$ cat config.mk
export PLATFORM = sky130hd
export DESIGN_NAME = if_stage
export DESIGN_NICKNAME = d
export VERILOG_FILES = /design/src/rtl/if_stage.sv
export SDC_FILE = /design/constraint.sdc
export NUM_CORES = 1
export LEC_CHECK = 0
export ABC_CLOCK_PERIOD_IN_PS = 3550
export BUFFER_PORTS_ARGS = -buffer_cell sky130_fd_sc_hd__buf_2
export CAP_MARGIN = 10
export CORE_MARGIN = 2
export CORE_UTILIZATION = 26
export DETAILED_ROUTE_END_ITERATION = 10
export SLEW_MARGIN = 20
export SYNTH_ARGS = -nofsm -noshare
export SYNTH_HDL_FRONTEND = slang
export SYNTH_SLANG_ARGS = --single-unit
$ cat constraint.sdc
create_clock -name clk -period 3.55 [get_ports clk]
set_clock_uncertainty 0.2 [all_clocks]
set_input_delay 0 -clock clk [delete_from_list [all_inputs] [get_ports clk]]
set_output_delay 0 -clock clk [all_outputs]
set_load 0.05 [all_outputs]
$ cat src/rtl/if_stage.sv
// Instruction fetch stage: single-outstanding request FSM feeding a prefetch
// queue, with a registered output stage toward decode.
module if_stage #(
    parameter int unsigned         ADDR_W   = 32,
    parameter int unsigned         INS_W    = 32,
    parameter logic [ADDR_W-1:0]   RESET_PC = '0,
    parameter int unsigned         DEPTH    = 4
) (
    input  logic              clk,
    input  logic              rst,
    input  logic              clr,
    input  logic              jump_en,
    input  logic [ADDR_W-1:0] jump_addr,
    input  logic              hold_en,
    output logic              imem_req,
    output logic [ADDR_W-1:0] imem_addr,
    input  logic              imem_ack,
    input  logic [INS_W-1:0]  imem_rdata,
    output logic [INS_W-1:0]  ins_o,
    output logic [ADDR_W-1:0] ins_addr_o,
    output logic              ins_valid_o
);

    localparam int unsigned PTR_W = $clog2(DEPTH);
    localparam int unsigned CNT_W = PTR_W + 1;
    localparam logic [INS_W-1:0] NOP = INS_W'(32'h0000_0013);

    typedef enum logic [1:0] {S_IDLE, S_WAIT, S_DROP} state_t;

    state_t              state_q, state_d;
    logic [ADDR_W-1:0]   fpc_q, fpc_d;
    logic [PTR_W-1:0]    rd_ptr_q, rd_ptr_d, wr_ptr_q, wr_ptr_d;
    logic [CNT_W-1:0]    count_q, count_d;
    logic [ADDR_W-1:0]   q_addr_q [DEPTH];
    logic [ADDR_W-1:0]   q_addr_d [DEPTH];
    logic [INS_W-1:0]    q_ins_q  [DEPTH];
    logic [INS_W-1:0]    q_ins_d  [DEPTH];
    logic [INS_W-1:0]    ins_q, ins_d;
    logic [ADDR_W-1:0]   ins_addr_q, ins_addr_d;
    logic                ins_valid_q, ins_valid_d;

    logic                flush_c, push_c, pop_c;
    logic [ADDR_W-1:0]   target_c;

    assign flush_c  = clr | jump_en;
    assign target_c = clr ? RESET_PC : jump_addr;
    assign push_c   = (state_q == S_WAIT) && imem_ack && !flush_c;
    assign pop_c    = !flush_c && !hold_en && (count_q != '0);

    // Request FSM: state register
    always_ff @(posedge clk or posedge rst) begin
        if (rst) state_q <= S_IDLE;
        else     state_q <= state_d;
    end

    // Request FSM: next state; a flushed in-flight request must have its ack swallowed in DROP
    always_comb begin
        state_d = state_q;
        case (state_q)
            S_IDLE: if (!flush_c && (count_q < CNT_W'(DEPTH))) state_d = S_WAIT;
            S_WAIT: begin
                if (flush_c)       state_d = imem_ack ? S_IDLE : S_DROP;
                else if (imem_ack) state_d = (count_d < CNT_W'(DEPTH)) ? S_WAIT : S_IDLE;
            end
            S_DROP: if (imem_ack) state_d = S_IDLE;
            default: state_d = S_IDLE;
        endcase
    end

    // Request FSM: outputs
    always_comb begin
        imem_req = 1'b0;
        if (state_q == S_WAIT) imem_req = 1'b1;
    end

    assign imem_addr = fpc_q;

    // Fetch PC, queue bookkeeping and output stage
    always_comb begin
        fpc_d       = fpc_q;
        rd_ptr_d    = rd_ptr_q;
        wr_ptr_d    = wr_ptr_q;
        count_d     = count_q;
        q_addr_d    = q_addr_q;
        q_ins_d     = q_ins_q;
        ins_d       = ins_q;
        ins_addr_d  = ins_addr_q;
        ins_valid_d = ins_valid_q;

        if (flush_c) begin
            fpc_d       = target_c;
            rd_ptr_d    = '0;
            wr_ptr_d    = '0;
            count_d     = '0;
            ins_d       = NOP;
            ins_addr_d  = '0;
            ins_valid_d = 1'b0;
        end else begin
            if (push_c) begin
                fpc_d              = fpc_q + ADDR_W'(4);
                q_addr_d[wr_ptr_q] = fpc_q;
                q_ins_d[wr_ptr_q]  = imem_rdata;
                wr_ptr_d           = wr_ptr_q + PTR_W'(1);
            end
            if (pop_c) rd_ptr_d = rd_ptr_q + PTR_W'(1);
            count_d = count_q + CNT_W'(push_c) - CNT_W'(pop_c);

            if (!hold_en) begin
                if (count_q != '0) begin
                    ins_d       = q_ins_q[rd_ptr_q];
                    ins_addr_d  = q_addr_q[rd_ptr_q];
                    ins_valid_d = 1'b1;
                end else begin
                    ins_d       = NOP;
                    ins_valid_d = 1'b0;
                end
            end
        end
    end

    always_ff @(posedge clk or posedge rst) begin
        if (rst) begin
            fpc_q       <= RESET_PC;
            rd_ptr_q    <= '0;
            wr_ptr_q    <= '0;
            count_q     <= '0;
            ins_q       <= NOP;
            ins_addr_q  <= '0;
            ins_valid_q <= 1'b0;
        end else begin
            fpc_q       <= fpc_d;
            rd_ptr_q    <= rd_ptr_d;
            wr_ptr_q    <= wr_ptr_d;
            count_q     <= count_d;
            ins_q       <= ins_d;
            ins_addr_q  <= ins_addr_d;
            ins_valid_q <= ins_valid_d;
        end
    end

    // Queue storage carries no reset; occupancy is tracked by count_q
    always_ff @(posedge clk) begin
        q_addr_q <= q_addr_d;
        q_ins_q  <= q_ins_d;
    end

    assign ins_o       = ins_q;
    assign ins_addr_o  = ins_addr_q;
    assign ins_valid_o = ins_valid_q;

endmodule

== Word level (Yosys, flattened, before mapping) ==
Cells that the tools add are included.
Widths: inputs -> output; s select.
Word-level totals
  word-level logic and storage cells: 87
  register bits after elaboration: 362
  input port bits: 70
Operators by class
  reduce and logical (&&, ||, !) cells: 16
  bitwise logic cells: 4
  eq/ne operators: 6
  $lt $le $gt $ge: 5
  $add $sub $neg: 5
  muxes and demuxes: 35
Operator list (count)
  $mux 32: 14
  $bwmux 128: 2
  $bmux 32 s2: 2
  $demux 32 s2: 1
  $add 32x3->32 const B: 1
  $mux 2: 9
  $ge 3x3->1 const B: 2
  $logic_and 1x1->1: 6
  $lt 3x3->1 const B: 2
  $not 2->3: 2
  $pmux 2 s3: 1
  $reduce_bool 2->1: 3
  $mux 1: 5
  $add 2x1->2 const B: 2
  $ne 2x2->1 const B: 2
  $reduce_and 2->1: 2
  $add 3x1->3: 1
  $lt 3x1->1 const B: 1
  $mux 3: 1
  $ne 3x3->1 const B: 1
  $reduce_and 3->1: 1
  $reduce_bool 3->1: 1
  $sub 3x1->3: 1
  $eq 2x1->1 const B: 1
  other kinds (6): 7

== Longest topological paths before layout ==
Gate-level depths: netlist of the first run.
  depth after elaboration: 11
  depth in mapped cells: 15

== Worst setup path before layout of the first run ==
No wires, ideal clock.
  path type: register -> register
  from: register state_q[1]
  to: register q_addr_q[0] (netlist name) (enable)
  setup slack: 0.128 ns
  library setup time: 0.429 ns
  cell stages (with the launch flop): 5
  arrival time: 2.793 ns
  clock period less this slack: 3.422 ns
  data required time: 2.921 ns
  cells stage by stage: dfrtp_1 and3b_1 clkbuf_1 clkbuf_1 and3_1
On the way
  cells in the longest elaborated chain, start to end: 4
RTL lines
  start, declared: RTL line 30  | state_t state_q, state_d;
  start signal, assigned: RTL line 53  | else state_q <= state_d;
  $eq 2x1->1: RTL line 47  | assign push_c = (state_q == S_WAIT) && imem_ack && !flush_c;
  $logic_and 1x1->1 (2 in series): RTL line 47
  $reduce_and 2->1 (no source line)
  end signal, assigned: RTL line 143  | q_addr_q <= q_addr_d;
  end, declared: RTL line 34  | logic [ADDR_W-1:0] q_addr_q [DEPTH];
Every way passes these cells.
A chain may end at the register's enable or synchronous reset.

== Worst setup path after layout of the first run ==
  from: register fpc_q[2], in the netlist imem_addr[2]
  to: register fpc_q[12], in the netlist imem_addr[12]
On the way
  cells in the longest elaborated chain, start to end: 3
RTL lines
  start, declared: RTL line 31  | logic [ADDR_W-1:0] fpc_q, fpc_d;
  start signal, assigned: RTL line 131  | fpc_q <= fpc_d;
  $add 32x3->32: RTL line 100  | fpc_d = fpc_q + ADDR_W'(4);
  $mux 32: RTL line 99  | if (push_c) begin
  $mux 32: RTL line 90  | if (flush_c) begin
Every way passes these cells. The select of a mux whose other input is x is not followed.

==> results of run 1 <==
-- per-layer routing --
metal  vias up  share of wire  routed length (µm)  global-route usage
li1       3869              -                   -                   -
met1      4443           0.43               16000               0.173
met2       255           0.50               18500               0.228
met3        46          0.054                2000              0.0281
met4         0          0.018                 660              0.0356
met5         -              0                   0                   0
-- synth_stat cells (3+ instances only) --
master / instances / area share
sky130_fd_sc_hd__nor4_4: 3 / 0.0045
sky130_fd_sc_hd__and3_1: 8 / 0.0035
sky130_fd_sc_hd__dfstp_2: 3 / 0.0056
sky130_fd_sc_hd__inv_1: 17 / 0.0045
sky130_fd_sc_hd__edfxtp_1: 256 / 0.54
sky130_fd_sc_hd__buf_2: 7 / 0.0025
sky130_fd_sc_hd__xnor2_1: 16 / 0.0099
sky130_fd_sc_hd__o21ai_1: 7 / 0.0025
sky130_fd_sc_hd__dfrtp_1: 103 / 0.18
sky130_fd_sc_hd__nand4_1: 12 / 0.0053
sky130_fd_sc_hd__a22o_1: 29 / 0.018
sky130_fd_sc_hd__a21oi_1: 58 / 0.020
sky130_fd_sc_hd__ha_1: 7 / 0.0062
sky130_fd_sc_hd__mux2i_1: 8 / 0.0057
sky130_fd_sc_hd__nand2_1: 99 / 0.026
sky130_fd_sc_hd__mux4_2: 64 / 0.10
sky130_fd_sc_hd__clkbuf_1: 33 / 0.0087
sky130_fd_sc_hd__nand3_1: 9 / 0.0032
sky130_fd_sc_hd__nor3_1: 5 / 0.0018
sky130_fd_sc_hd__o22a_1: 3 / 0.0019
sky130_fd_sc_hd__xor2_1: 9 / 0.0056
sky130_fd_sc_hd__and2_1: 3 / 0.0013
sky130_fd_sc_hd__nor2_1: 26 / 0.0069
sky130_fd_sc_hd__a32o_1: 3 / 0.0021
sky130_fd_sc_hd__o21a_1: 9 / 0.0048
-- cell type report --
| class | count | area share |
|---|---|---|
| antenna | 1 | 0.000133 |
| sequential | 362 | 0.550 |
| clock buffer | 54 | 0.0620 |
| tap | 696 | 0.0463 |
| inverter | 18 | 0.00372 |
| clock inverter | 22 | 0.0136 |
| timing repair buffer | 330 | 0.133 |
| multi-input combinational | 409 | 0.191 |
-- repair_timing --
action / 4_1_cts / 5_1_grt
setup buffers: 0 / 0
gates resized for setup: 0 / 0
endpoints found under the hold margin: 333 / 0
endpoints found under the setup margin: 0 / 0
hold buffers: 144 / 0
-- path summary, 6_finish.rpt --
path | start | to | slack (ps) | depth (start not counted)
min in group asynchronous | rst | ins_o[9] | 460 | 4
max reg2reg | imem_addr[2] | imem_addr[12] | 160 | 8
min reg2reg | ins_o[12] | ins_o[12] | 300 | 1
max | imem_addr[2] | imem_addr[12] | 160 | 8
max in group asynchronous | rst | ins_addr_o[24] | 1810 | 5
min | imem_rdata[26] | q_ins_q[90] | 30 | 2
-- cell families after synthesis --
kind of cell               count (synthesis)
xor gates and xnor gates                  25
adders and majority gates                  8
muxes                                     72
DFF                                      362
buffers and inverters                     62
and+or+nand+nor                          185
AOI/OAI and AO/OA                        119
-- report_power, final --
part	switching (mW)	leakage [nW]	internal [mW]
Clock	1.73	0.692	2.63
Combinational	0.255	2.61	0.205
Sequential	0.0631	3.79	4.57
-- registers in the layout (all words and copies together), names as in the netlist --
register and count:
q_addr_q 128, q_ins_q 128, imem_addr 32, ins_addr_o 32, ins_o 32, count_q 3
rd_ptr_q 2, state_q 2, wr_ptr_q 2, ins_valid_o 1
-- critical path, stage by stage (launching register included) --
cell	delay, ps
sky130_fd_sc_hd__dfrtp_1	520
sky130_fd_sc_hd__ha_1	250
sky130_fd_sc_hd__nand4_1	310
sky130_fd_sc_hd__nor4_2	580
sky130_fd_sc_hd__nor2_1	80
sky130_fd_sc_hd__a21oi_1	130
sky130_fd_sc_hd__dlygate4sd3_1	580
sky130_fd_sc_hd__nor3_1	50
sky130_fd_sc_hd__dlygate4sd3_1	560
==> flow_metrics.tcl, run 1 <==
set metrics [dict create \
    status "complete, no violations" \
    htreeDepth 2 \
    finalCritPeriodShare 0.954 \
    critPathMaxFanout 9 \
    synth.lib_cells_used.distinct 52 \
    ctsLongestPathBuffers 3 \
    dp_slack_ps 668 \
    vias_per_cell 4.55 \
    type_of_the_tightest_min_delay_check "input port to flip-flop" \
    yosysWarnings 0 \
    cellPowerDensity_mw_per_mm2 502 \
    regArea_mm2 0.0104 \
    post_synth_edffs 256 \
    grt_antenna_before_repair 0 \
    drt-initial-drc-count 586 \
    totalNegativeSetupSlack_ps 0 \
    fmax_mhz 295 \
    rsz0062_at_grt "no" \
    drive_gt1_frac 0.286 \
    vdd.ir_drop.worst_v 0.000268 \
    portBuffers 167 \
    worstSetupStartpointType "flip-flop" \
    setup_ws_post_layout_ps 164 \
    min_period_ps 3390 \
    global_route_wire_length_before_repair_um 57100 \
    main_combinational_cell_family_by_area_after_synthesis "multiplexers" \
    clock-root-buffer "sky130_fd_sc_hd__clkbuf_16" \
    number_of_nets_with_antenna_violations_after_routing 0 \
    core.rowCount 85 \
    cp_data_required_time_ps 3790 \
    initial_core_util 0.263 \
    cts_num_sinks 362 \
    stdcell_count 1892 \
    grt_usage 0.134 \
    tightestPinTransition_ps 801 \
    routed-via-count 8613 \
    synth_xor_area_frac 0.0155 \
    cts.reportedPaths.clkPinSlew_ps 60 \
    finalInstanceArea_mm2 0.0188 \
    leakage_nw 7.09 \
    tritoncts "yes" \
    syn-num-nets 911 \
    postRouteWirelength_um 37200 \
    maxCapViolCount 0 \
    worst-endpoint-arrival_ps 3620 \
    placed_cells_incl_taps 1671 \
    muxShareOfSynthArea 0.107 \
    post-dp-hpwl_um 21600 \
    timing_hold_violations_final 0 \
    synth_seq_cells 362 \
    grt_start_max_net_pins 67 \
    detail_route.first_pass.iterations 5 \
    synth-async-reset-ratio 0.293 \
    synth_compound_gate_area_share 0.0547 \
    report.final.slew_viol_count 0 \
    mostFrequentLayoutCell "sky130_fd_sc_hd__edfxtp_1" \
    finish.utilization 0.350 \
    mappedNetlistArea_mm2 0.0142 \
    dieWidth_um 237 \
    synth-adder-area-share 0.00760 \
    multi_input_area_mm2 0.00359 \
    yosysSeqAreaShare 0.730 \
    dpl-instance-area_mm2 0.0160 \
    total_power_mw 9.45 \
    globalplace.congestion 0.734 \
    finish.net_count 1240 \
    core_area_mm2 0.0538 \
    synth_top_flop_cell "sky130_fd_sc_hd__edfxtp_1" \
    most-common-layout-cells "sky130_fd_sc_hd__edfxtp_1 (256), sky130_fd_sc_hd__buf_2 (167), sky130_fd_sc_hd__dlygate4sd3_1 (144)" \
    insertion_delay_ps 550 \
    num_cts_buffers 41 \
    die_area_mm2 0.0564 \
    flow.area_growth_from_synthesis_pct 32.9 \
    worst_slew_margin_rel 0.466 \
    grt_remaining_overflow 0 \
    drcViolationCount 0 \
    fin_worst_hold_slack_ps 25.5 \
    syn_area_per_cell_um2 17.0 \
    first_global_vias 9194 \
    critical_path.endpoint_type "flip-flop" \
    final-setup-viol-count 0 \
    wl_cell_um 19.7 \
    critPathKind "flip-flop to flip-flop" \
    io_pins 168 \
    synth_simple_gate_area_share 0.0665 \
    fillerInstances 5160 \
    die_h_um 237 \
    postSynthCellCount 833 \
]
Power figures use the tool's default switching activity.
==> run 2: changes to the inputs <==
- CORE_ASPECT_RATIO: not set -> 1.25
==> run 2 against run 1 <==
  * Clock-buffer cell count unchanged
  * Via count is 0.52% lower
  * Core utilization fell by 0.060 points
  * Non-clock buffer count rose by 3
  * Clock power down 3%
  * Critical path depth did not move
  * Maximum frequency rose by 2.9%
  * Combinational power about the same
==> flow_metrics.tcl, run 2 (synthesis gave the netlist of run 1 again) <==
set metrics [dict create \
    drt-initial-drc-count 441 \
    htreeDepth 2 \
    finalInstanceArea_mm2 0.0188 \
    multi_input_area_mm2 0.00360 \
    most-common-layout-cells "sky130_fd_sc_hd__edfxtp_1 (256), sky130_fd_sc_hd__buf_2 (167), sky130_fd_sc_hd__dlygate4sd3_1 (148)" \
    stdcell_count 1921 \
    timing.critical_path.slowest_stage_cell "sky130_fd_sc_hd__dlygate4sd3_1" \
    slowest_stage_delay_on_critical_path_ps 570 \
    die_h_um 265 \
    worst-endpoint-arrival_ps 3520 \
    power.share.clock 0.453 \
    grt_usage 0.134 \
    worstSetupStartpointType "flip-flop" \
    routed-via-count 8568 \
    tritoncts "yes" \
    min_period_ps 3290 \
    worst_path_dominant_cell_family "buffers and inverters" \
    insertion_delay_ps 550 \
    critical_path.endpoint_type "flip-flop" \
    comb_power_share 0.050 \
    netSwitchingPower_mw 1.99 \
    drcViolationCount 0 \
    finish.net_count 1241 \
    type_of_the_tightest_min_delay_check "input port to flip-flop" \
    drive_gt1_frac 0.281 \
    maxCapViolCount 0 \
    number_of_nets_with_antenna_violations_after_routing 0 \
    fillerInstances 5161 \
    cp_common_cell "sky130_fd_sc_hd__dlygate4sd3_1" \
    tightestPinTransition_ps 1070 \
    core.rowCount 95 \
    mostFrequentLayoutCell "sky130_fd_sc_hd__edfxtp_1" \
    initial_core_util 0.263 \
    timing.critical_path.cells "ha_1 -> nand4_1 -> nor4_4 -> nor2_1 -> a21oi_1 -> dlygate4sd3_1 -> nor3_1 -> dlygate4sd3_1" \
    grt_remaining_overflow 0 \
    placed_cells_incl_taps 1701 \
    cp_data_required_time_ps 3780 \
    grt_antenna_before_repair 0 \
    wl_cell_um 19.1 \
    detail_route.first_pass.iterations 5 \
    vias_per_cell 4.46 \
    cellPowerDensity_mw_per_mm2 496 \
    totalNegativeSetupSlack_ps 0 \
    postRouteWirelength_um 36800 \
    critPathMaxFanout 9 \
    portBuffers 167 \
    post-dp-hpwl_um 22600 \
    cts_num_sinks 362 \
    final-setup-viol-count 0 \
    leakage_nw 7.05 \
    global_route_wire_length_before_repair_um 56400 \
    grt_start_max_net_pins 73 \
    first_global_vias 9355 \
    num_cts_buffers 39 \
    cts.reportedPaths.clkPinSlew_ps 60 \
    rsz0062_at_grt "no" \
    worst_slew_margin_rel 0.285 \
    finalCritPeriodShare 0.927 \
    dieWidth_um 213 \
    globalplace.congestion 0.785 \
    power.share.sequential 0.497 \
    core_area_mm2 0.0538 \
    critPathKind "flip-flop to flip-flop" \
    biggestRegsByFlops "q_addr_q x128, q_ins_q x128" \
    num_antenna_cells 0 \
    vdd.ir_drop.worst_v 0.000287 \
    report.final.slew_viol_count 0 \
    switching_share 0.213 \
    fmax_mhz 304 \
    clock-root-buffer "sky130_fd_sc_hd__clkbuf_16" \
    io_pins 168 \
    status "complete, no violations" \
    die_area_mm2 0.0564 \
    ctsLongestPathBuffers 3 \
    flow.area_growth_from_synthesis_pct 32.7 \
    timing_hold_violations_final 0 \
    path_buf_inv 2 \
    regArea_mm2 0.0104 \
    dpl-instance-area_mm2 0.0160 \
    cellInternalPower_mw 7.33 \
]
-- run 2: stage by stage --
step | setup WS, ps | total power, mW | hold slack, ps | utilization
2_1_floorplan | 128 | 4.89 | -137 | -
3_3_place_gp | 776 | 5.04 | -2.06 | 0.296
3_5_place_dp | 766 | 5.05 | 1.76 | 0.296
4_1_cts | 199 | 9.46 | 0.417 | 0.349
5_1_grt | 2.63 | 9.65 | 3.20 | 0.349
6_report | 259 | 9.32 | 35.4 | 0.349
-- run 2: area by class of cell --
| cell class | count | area share |
|---|---|---|
| tap | 727 | 0.0484 |
| clock buffer | 54 | 0.0588 |
| timing repair buffer | 333 | 0.134 |
| clock inverter | 18 | 0.0128 |
| sequential | 362 | 0.551 |
| inverter | 18 | 0.00386 |
| multi-input combinational | 409 | 0.192 |
-- run 2: power groups by stage --
| stage | registers [mW] | logic (mW) | clock network, mW |
|---|---|---|---|
| floorplan | 4.76 | 0.122 | 0 |
| global placement | 4.72 | 0.324 | 0 |
| detailed placement | 4.72 | 0.329 | 0 |
| CTS | 4.63 | 0.463 | 4.36 |
| global route | 4.64 | 0.500 | 4.51 |
| finish | 4.63 | 0.462 | 4.23 |
-- run 2: timing repair --
action / CTS / global route
buffers inserted: 0 / 0
hold buffers: 148 / 0
hold endpoints to repair: 282 / 0
endpoints found under the setup margin: 0 / 1
gates resized for setup: 0 / 1
-- run 2: path summary, 6_finish.rpt --
kind                                     start            end  slack, ps  cells past startpoint
min in group asynchronous                  rst       ins_o[7]        530                      4
worst min register to register     ins_valid_o    ins_valid_o        270                      2
max in group asynchronous                  rst       ins_o[4]       1680                      5
worst min-delay path            imem_rdata[30]   q_ins_q[126]         40                      2
worst max-delay path              imem_addr[2]  imem_addr[12]        260                      8
worst max register to register    imem_addr[2]  imem_addr[12]        260                      8
-- run 2: metal layers --
| metal | vias up | track usage | share of wire |
|---|---|---|---|
| met5 | - | 0 | 0 |
| met4 | 0 | 0.0359 | 0.017 |
| met3 | 46 | 0.0264 | 0.041 |
| met2 | 206 | 0.236 | 0.51 |
| met1 | 4453 | 0.166 | 0.43 |
| li1 | 3863 | - | - |
==> run 3: changes to the inputs <==
- ABC_CLOCK_PERIOD_IN_PS: 3550 -> 4200
- clock period: 3.55 -> 4.2 ns (I/O delays scaled with it)
==> run 3 against run 2 <==
  * Combinational power down 18%
  * Sequential power is 15% lower
  * Global-route usage about the same
  * Worst setup slack better by 570 ps
  * Design area is essentially flat
  * Wire length increased by 0.27%
  * Final cell count decreased by 0.42%
  * Critical path type unchanged
==> flow_metrics.tcl, run 3 (synthesis gave the netlist of run 1 again) <==
set metrics [dict create \
    detail_route.first_pass.iterations 4 \
    finish.utilization 0.349 \
    critPathMaxFanout 9 \
    status "complete, no violations" \
    post-dp-hpwl_um 22700 \
    cts_num_sinks 362 \
    first_global_vias 9131 \
    globalRouteMet2Util 0.233 \
    cellPowerDensity_mw_per_mm2 424 \
    routed-via-count 8531 \
    critPathKind "flip-flop to flip-flop" \
    num_antenna_cells 0 \
    report.final.slew_viol_count 0 \
    cts_resized 0 \
    initial_core_util 0.263 \
    cp_data_required_time_ps 4430 \
    grt_usage 0.134 \
    worst-endpoint-arrival_ps 3600 \
    maxCapViolCount 0 \
    die_area_mm2 0.0564 \
    drt-initial-drc-count 576 \
    portBuffers 167 \
    total_power_mw 7.98 \
    mostFrequentLayoutCell "sky130_fd_sc_hd__edfxtp_1" \
    timing_hold_violations_final 0 \
    globalplace.congestion 0.760 \
    core_area_mm2 0.0538 \
    vdd.ir_drop.worst_v 0.000231 \
    most_used_layer_global_route "met2" \
    biggestRegsByFlops "q_addr_q x128, q_ins_q x128" \
    fmax_mhz 296 \
    critical_path.endpoint_type "flip-flop" \
    dieWidth_um 213 \
    wl_cell_um 19.3 \
    finalCritPeriodShare 0.803 \
    met3_usage 0.0297 \
    setup_ws_post_layout_ps 827 \
    final-setup-viol-count 0 \
    postRouteWirelength_um 36900 \
    type_of_the_tightest_min_delay_check "input port to flip-flop" \
    number_of_nets_with_antenna_violations_after_routing 0 \
    globalRouteMet1Util 0.166 \
    drive_gt1_frac 0.285 \
    grt_start_max_net_pins 70 \
    grt_antenna_before_repair 0 \
    tightestPinTransition_ps 836 \
    die_h_um 265 \
    tritoncts "yes" \
    grt_remaining_overflow 0 \
    rsz0062_at_grt "no" \
    min_period_ps 3370 \
    clock-root-buffer "sky130_fd_sc_hd__clkbuf_16" \
    totalNegativeSetupSlack_ps 0 \
    num_cts_buffers 39 \
    global_route_wire_length_before_repair_um 56100 \
    flow.area_growth_from_synthesis_pct 32.7 \
    core.rowCount 95 \
    worst_slew_margin_rel 0.443 \
    io_pins 168 \
    finish.net_count 1233 \
    dp_slack_ps 1180 \
    vias_per_cell 4.46 \
    insertion_delay_ps 550 \
    most-common-layout-cells "sky130_fd_sc_hd__edfxtp_1 (256), sky130_fd_sc_hd__buf_2 (167), sky130_fd_sc_hd__dlygate4sd3_1 (140)" \
    cts.reportedPaths.clkPinSlew_ps 60 \
    ctsLongestPathBuffers 3 \
    worstSetupStartpointType "flip-flop" \
    drcViolationCount 0 \
    htreeDepth 2 \
    leakage_nw 7.04 \
]
==> run 3: repair_timing <==
item,in CTS,in global routing
hold buffers,140,0
hold endpoints to repair,271,0
buffers inserted,0,0
==> run 3: final timing paths <==
kind | startpoint | to | slack, ps | depth (start not counted)
setup reg to reg | imem_addr[3] | imem_addr[12] | 830 | 8
min in group asynchronous | rst | ins_addr_o[20] | 550 | 4
max in group asynchronous | rst | imem_addr[3] | 2220 | 5
setup / recovery | imem_addr[3] | imem_addr[12] | 830 | 8
hold reg to reg | ins_o[17] | ins_o[17] | 300 | 1
hold / removal | imem_rdata[28] | q_ins_q[60] | 30 | 2
==> run 3: final cells by class <==
type                    instances  area, µm²
fillers                      5131      35100
flip-flops and latches        362      10400
multi-input cells             409       3590
repair buffers                325       2480
clock buffers                  50       1080
well taps                     727        910
clock inverters                22        307
inverters                      18       72.6
==> run 3: critical path: stages (launching register included) <==
cell and delay (ps):
sky130_fd_sc_hd__dfrtp_1 570, sky130_fd_sc_hd__ha_1 260, sky130_fd_sc_hd__nand4_1 330, sky130_fd_sc_hd__nor4_2 510, sky130_fd_sc_hd__nor2_1 80, sky130_fd_sc_hd__a21oi_1 120
sky130_fd_sc_hd__dlygate4sd3_1 560, sky130_fd_sc_hd__nor3_1 40, sky130_fd_sc_hd__dlygate4sd3_1 580
==> run 3: through the flow <==
stage               area (µm²)  std cells  hold slack, ps
floorplan                14200        833            -137
global placement         15800       1693           -2.89
detailed placement       16000       1700            9.41
CTS                      18800       1912           0.573
global route             18800       1913            8.99
finish                   18800       1913            28.0
==> run 3: per-layer routing <==
layer	wire, µm	vias to the layer above
met5	0	-
met2	18600	245
li1	-	3851
met3	1950	41
met4	630	0
met1	15700	4394
==> run 3: power by group <==
group | internal, mW | switching (mW) | total (mW) | leakage (nW)
logic | 0.169 | 0.213 | 0.381 | 2.59
clock network | 2.26 | 1.42 | 3.68 | 0.668
registers | 3.86 | 0.0577 | 3.92 | 3.79
total | 6.28 | 1.69 | 7.98 | 7.04
